===== src/rtl/fifo_rd_packer.sv =====
// fifo_rd_packer: drains a FIFO read port and packs PACK words per valid/ready beat
// Optional FIFO_RD_PACKER_BIG_ENDIAN_EN puts the first word in the most-significant lane.
module fifo_rd_packer #(
  parameter int DATA_WIDTH = 8,
  parameter int PACK       = 4,
  parameter int CNT_WIDTH  = $clog2(PACK) + 1
) (
  input  logic                       clk,
  input  logic                       rst_n,
  input  logic                       fifo_empty,
  input  logic [DATA_WIDTH-1:0]      fifo_data,
  output logic                       fifo_r_en,
  input  logic                       flush,
  output logic                       m_valid,
  input  logic                       m_ready,
  output logic [DATA_WIDTH*PACK-1:0] m_data,
  output logic [CNT_WIDTH-1:0]       m_count,
  output logic                       flush_busy
);
  localparam int BW = DATA_WIDTH * PACK;
  localparam logic [CNT_WIDTH-1:0] FULL = CNT_WIDTH'(PACK);
  typedef enum logic [1:0] {F_IDLE, F_DRAIN, F_WAIT} fstate_t;
  fstate_t state, state_nxt;
  logic [BW-1:0] acc_data, acc_ins, out_src;
  logic [CNT_WIDTH-1:0] acc_cnt, base_cnt, load_cnt;
  logic [CNT_WIDTH:0] occ;
  logic rd_pending, out_free, xfer, mv, complete, full_load, part_load, load;
  int lane;
  // Beat-load decisions, lane insertion of the arriving word and read credit
  always_comb begin
    out_free  = !m_valid || m_ready;
    xfer      = m_valid && m_ready;
    mv        = acc_cnt == FULL && out_free;
    complete  = rd_pending && acc_cnt == FULL - 1'b1;
    full_load = mv || (out_free && complete);
    part_load = out_free && state == F_DRAIN && !rd_pending && acc_cnt != '0 && acc_cnt != FULL;
    load      = full_load || part_load;
    base_cnt  = mv ? '0 : acc_cnt;
`ifdef FIFO_RD_PACKER_BIG_ENDIAN_EN
    lane      = PACK - 1 - int'(base_cnt);
`else
    lane      = int'(base_cnt);
`endif
    acc_ins   = mv ? '0 : acc_data;
    if (rd_pending) acc_ins[lane*DATA_WIDTH +: DATA_WIDTH] = fifo_data;
    out_src   = mv ? acc_data : acc_ins;
    load_cnt  = full_load ? FULL : acc_cnt;
    occ       = {1'b0, acc_cnt} + (CNT_WIDTH+1)'(rd_pending);
    fifo_r_en = rst_n && !fifo_empty && !flush_busy &&
                (occ < {1'b0, FULL} || (occ == {1'b0, FULL} && out_free));
  end
  // Accumulator, in-flight read tracking and output beat register
  always_ff @(posedge clk or negedge rst_n) begin
    if (!rst_n) begin
      acc_data   <= '0;
      acc_cnt    <= '0;
      rd_pending <= 1'b0;
      m_valid    <= 1'b0;
      m_data     <= '0;
      m_count    <= '0;
    end else begin
      rd_pending <= fifo_r_en;
      acc_data   <= (load && !mv) ? '0 : acc_ins;
      acc_cnt    <= mv ? CNT_WIDTH'(rd_pending) : load ? '0 : acc_cnt + CNT_WIDTH'(rd_pending);
      m_valid    <= load || (m_valid && !m_ready);
      if (load) begin
        m_data  <= out_src;
        m_count <= load_cnt;
      end
    end
  end
  // Flush state register
  always_ff @(posedge clk or negedge rst_n) begin
    if (!rst_n) state <= F_IDLE;
    else        state <= state_nxt;
  end
  // Flush next state: wait for the in-flight read, emit the partial beat, then wait for its transfer
  always_comb begin
    state_nxt = state == F_IDLE  ? (flush ? F_DRAIN : F_IDLE) :
                state == F_DRAIN ? (part_load ? F_WAIT : (!rd_pending && acc_cnt == '0) ? F_IDLE : F_DRAIN) :
                (xfer ? F_IDLE : F_WAIT);
  end
  // Flush outputs
  always_comb begin
    flush_busy = state != F_IDLE;
  end
endmodule


===== config.mk =====
export PLATFORM = sky130hd
export DESIGN_NAME = fifo_rd_packer
export DESIGN_NICKNAME = d
export VERILOG_FILES = /design/src/rtl/fifo_rd_packer.sv
export SDC_FILE = /design/constraint.sdc
export NUM_CORES = 1
export LEC_CHECK = 0
export ABC_AREA = 1
export BUFFER_PORTS_ARGS = -buffer_cell sky130_fd_sc_hd__buf_2
export CAP_MARGIN = 20
export CORE_ASPECT_RATIO = 0.5
export CORE_MARGIN = 2
export CORE_UTILIZATION = 40
export DETAILED_ROUTE_END_ITERATION = 16
export SLEW_MARGIN = 20
export SYNTH_ARGS = -nofsm -noshare
export SYNTH_HDL_FRONTEND = slang
export SYNTH_SLANG_ARGS = --single-unit

===== constraint.sdc =====
create_clock -name clk -period 3.3 [get_ports clk]
set_input_delay 0.495 -clock clk [delete_from_list [all_inputs] [get_ports clk]]
set_output_delay 0.495 -clock clk [all_outputs]
set_load 0.05 [all_outputs]

==> flow_summary.ini <==
[finish]
n_antenna_cell = 0
fillers = 860
final_common_cell = nand2_1
fin_nets = 511
drive_gt1_share_pct = 18.04
area_growth_pct = 18.58
mostFrequentLayoutCells = nand2_1 (122), dfrtp_1 (74), nor2_1 (60), nand3_1 (58), buf_2 (49)

[synth]
ys_top_cells_by_area = dfrtp_1 (52%), nand2_1 (13%), nand3_1 (8.4%)
synth_area_um2 = 3528
ys.warnings.count = 0
synthCells = 443
syn-num-nets = 460
yosysTopAreaCellShare_pct = 52.48
syn_avg_cell_area_um2 = 7.965
yosys.area.top_type = dfrtp_1
synth-seq-cells = 74
ys_seq_area_share_pct = 52.48
yosysUniqueCellTypes = 28

[clock_network]
ctsResizeCount = 0
cts_tree = done
clk_path_buf_depth = 2
cts_setup_buffers = 0
clk_pin_slew_ns = 0.05
insertion_delay_ns = 0.33
cts_root_buf = clkbuf_16
cts_hold_buffers = 0
cts_max_level = 3
cts_sinks = 74
cts_made_buffers = 9

[route]
routedWlPerCell_um = 13.25
viasPerCell = 4.818
vias = 2968
drt-initial-drc-count = 300
dr.pass1.iters = 5
drc_errors = 0
drtAntennaViolNets = 0
wl_um = 8159

[timing]
hold_viol = 0
drv_slew = 0
timing.final.ws_setup_ns = 0.8537
max_slew_margin_pct = 37.60
period_needed_ns = 2.446
finalCritPeriodShare_pct = 74.13
tns_ns = 0
rsz0062_at_grt = false
fmax_mhz = 408.8
setup_viol = 0
tightest_slew_ns = 0.9360
clock_skew_ns = 0.005260

[min_path]
hold_class = primary input to async pin

[setup_path]
critPathSlowestCell = dfrtp_1
worstPathArrival_ns = 1.95
required_ns = 2.80
path_class = flip-flop to output pin
critPathTopFamily = adder cells
ff2ff_setup_slack_ns = 1.08
startpoint = rd_pending$_DFF_PN0_
r2r-start = acc_cnt[1]$_DFF_PN0_
cp_slowest_stage_delay_ns = 0.46
crit_buf_inv = 1
critPathLaunchType = flip-flop
crit_fanout = 7
reg2reg_to = m_data[5]$_DFFE_PN0N_
cp_cell_sequence = ha_1, ha_1, nor3_1, o211a_1, buf_2
worstSetupEndpointType = output pin
r2r_cells = 10
path_common_cell = ha_1

[floorplan]
row_count = 24
dieArea_um2 = 9634
die_y_um = 70.41
io_pins = 51
die_x_um = 136.8
initial_core_util_pct = 40.80
coreArea_um2 = 8648

[global_route]
antenna_found_initial = 0
grt_pass1_vias = 2850
grt_pass1_wl_um = 13980
grt_max_degree = 75
track_usage_pct = 18.90
grt_overflow = 0

[placement]
place_ws_ns = 0.8127
dpl.hpwl_um = 5504
portBuffers = 50
gp_congestion = 0.7964

[pwr]
power.density_nw_per_um2 = 956.8
p_leak_nw = 2.370
peakVddDrop_uv = 373.8

[flow_run]
cap_violations = 0

[outcome]
status = completed
==> cell families (layout without fill, tap and decap cells) <==
family	count (synthesis)	in the layout	share of synthesized area (%)
compound gates	50	50	7.802
xor+xnor	1	1	0.2483
fa+ha+maj	4	4	1.418
buf+inv	60	116	7.411
flops	74	74	52.48
simple gates	254	254	30.64
==> layer usage <==
metal	wire length [um]	up-vias	GRT usage, %
li1	-	1532	-
met5	0	-	0
met2	3443	63	26.00
met4	46	0	7.102
met3	394	4	5.374
met1	4274	1369	27.99
==> worst register-to-register path, stage by stage (launching register included) <==
cell	delay, ns
dfrtp_1	0.43
nor2_2	0.22
nand3_2	0.11
nand2_1	0.09
ha_1	0.30
nor3_4	0.38
nand2_2	0.20
nand3_1	0.15
nand3_1	0.10
nand2_1	0.10
nand2_1	0.05
==> final cells by class <==
cell class	count	area [um2]	area share [%]
Clock inverter	2	10.01	0.2392
Inverter	39	146.4	3.499
Timing Repair Buffer	61	335.3	8.014
Clock buffer	14	274.0	6.549
Tap cell	117	146.4	3.499
Sequential cell	74	1852	44.26
Multi-Input combinational cell	309	1420	33.94
==> synth_stat cells (all sizes together) <==
master / instances
nand2: 124
o211a: 1
a31oi: 8
buf: 18
clkbuf: 3
nor2: 64
nand3: 59
nor3b: 1
inv: 39
ha: 4
dfrtp: 74
nor3: 2
o31ai: 1
xnor2: 1
nand4: 4
a21oi: 18
o21ai: 22
==> sequential cells by signal (all words and copies together), names as in the netlist <==
| name | cells |
|---|---|
| rd_pending | 1 |
| m_count | 3 |
| acc_cnt | 3 |
| acc_data | 32 |
| state | 2 |
| m_valid | 1 |
| m_data | 32 |
==> report_power, final <==
| part | leakage, nW | total [mW] | internal (mW) | switching (mW) |
|---|---|---|---|---|
| clock | 0.143 | 0.929 | 0.568 | 0.361 |
| combinational | 1.21 | 1.73 | 0.452 | 1.27 |
| sequential | 1.02 | 1.35 | 1.18 | 0.165 |
==> metrics by stage <==
step	util (%)	hold WS (ns)	instances	power, mW	area, um2
after CTS	48.38	0.3856	616	4.045	4184
after detailed placement	45.10	0.4593	600	3.095	3900
after global routing	48.38	0.4085	616	4.303	4184
final	48.38	0.3611	616	4.003	4184
after global placement	45.10	0.4578	600	3.080	3900
after floorplan	-	0.1994	443	2.696	3528
==> worst max path at each step <==
stage               cells after the start  slack, ns                     end
floorplan                              13       0.43  m_data[29]$_DFFE_PN0N_
global placement                       12       0.87   m_data[4]$_DFFE_PN0N_
detailed placement                     11       0.81   m_data[5]$_DFFE_PN0N_
CTS                                     5       0.83               fifo_r_en
global route                            5       0.71               fifo_r_en
finish                                  5       0.85               fifo_r_en
Note: power is estimated with default switching activity, not from simulation.
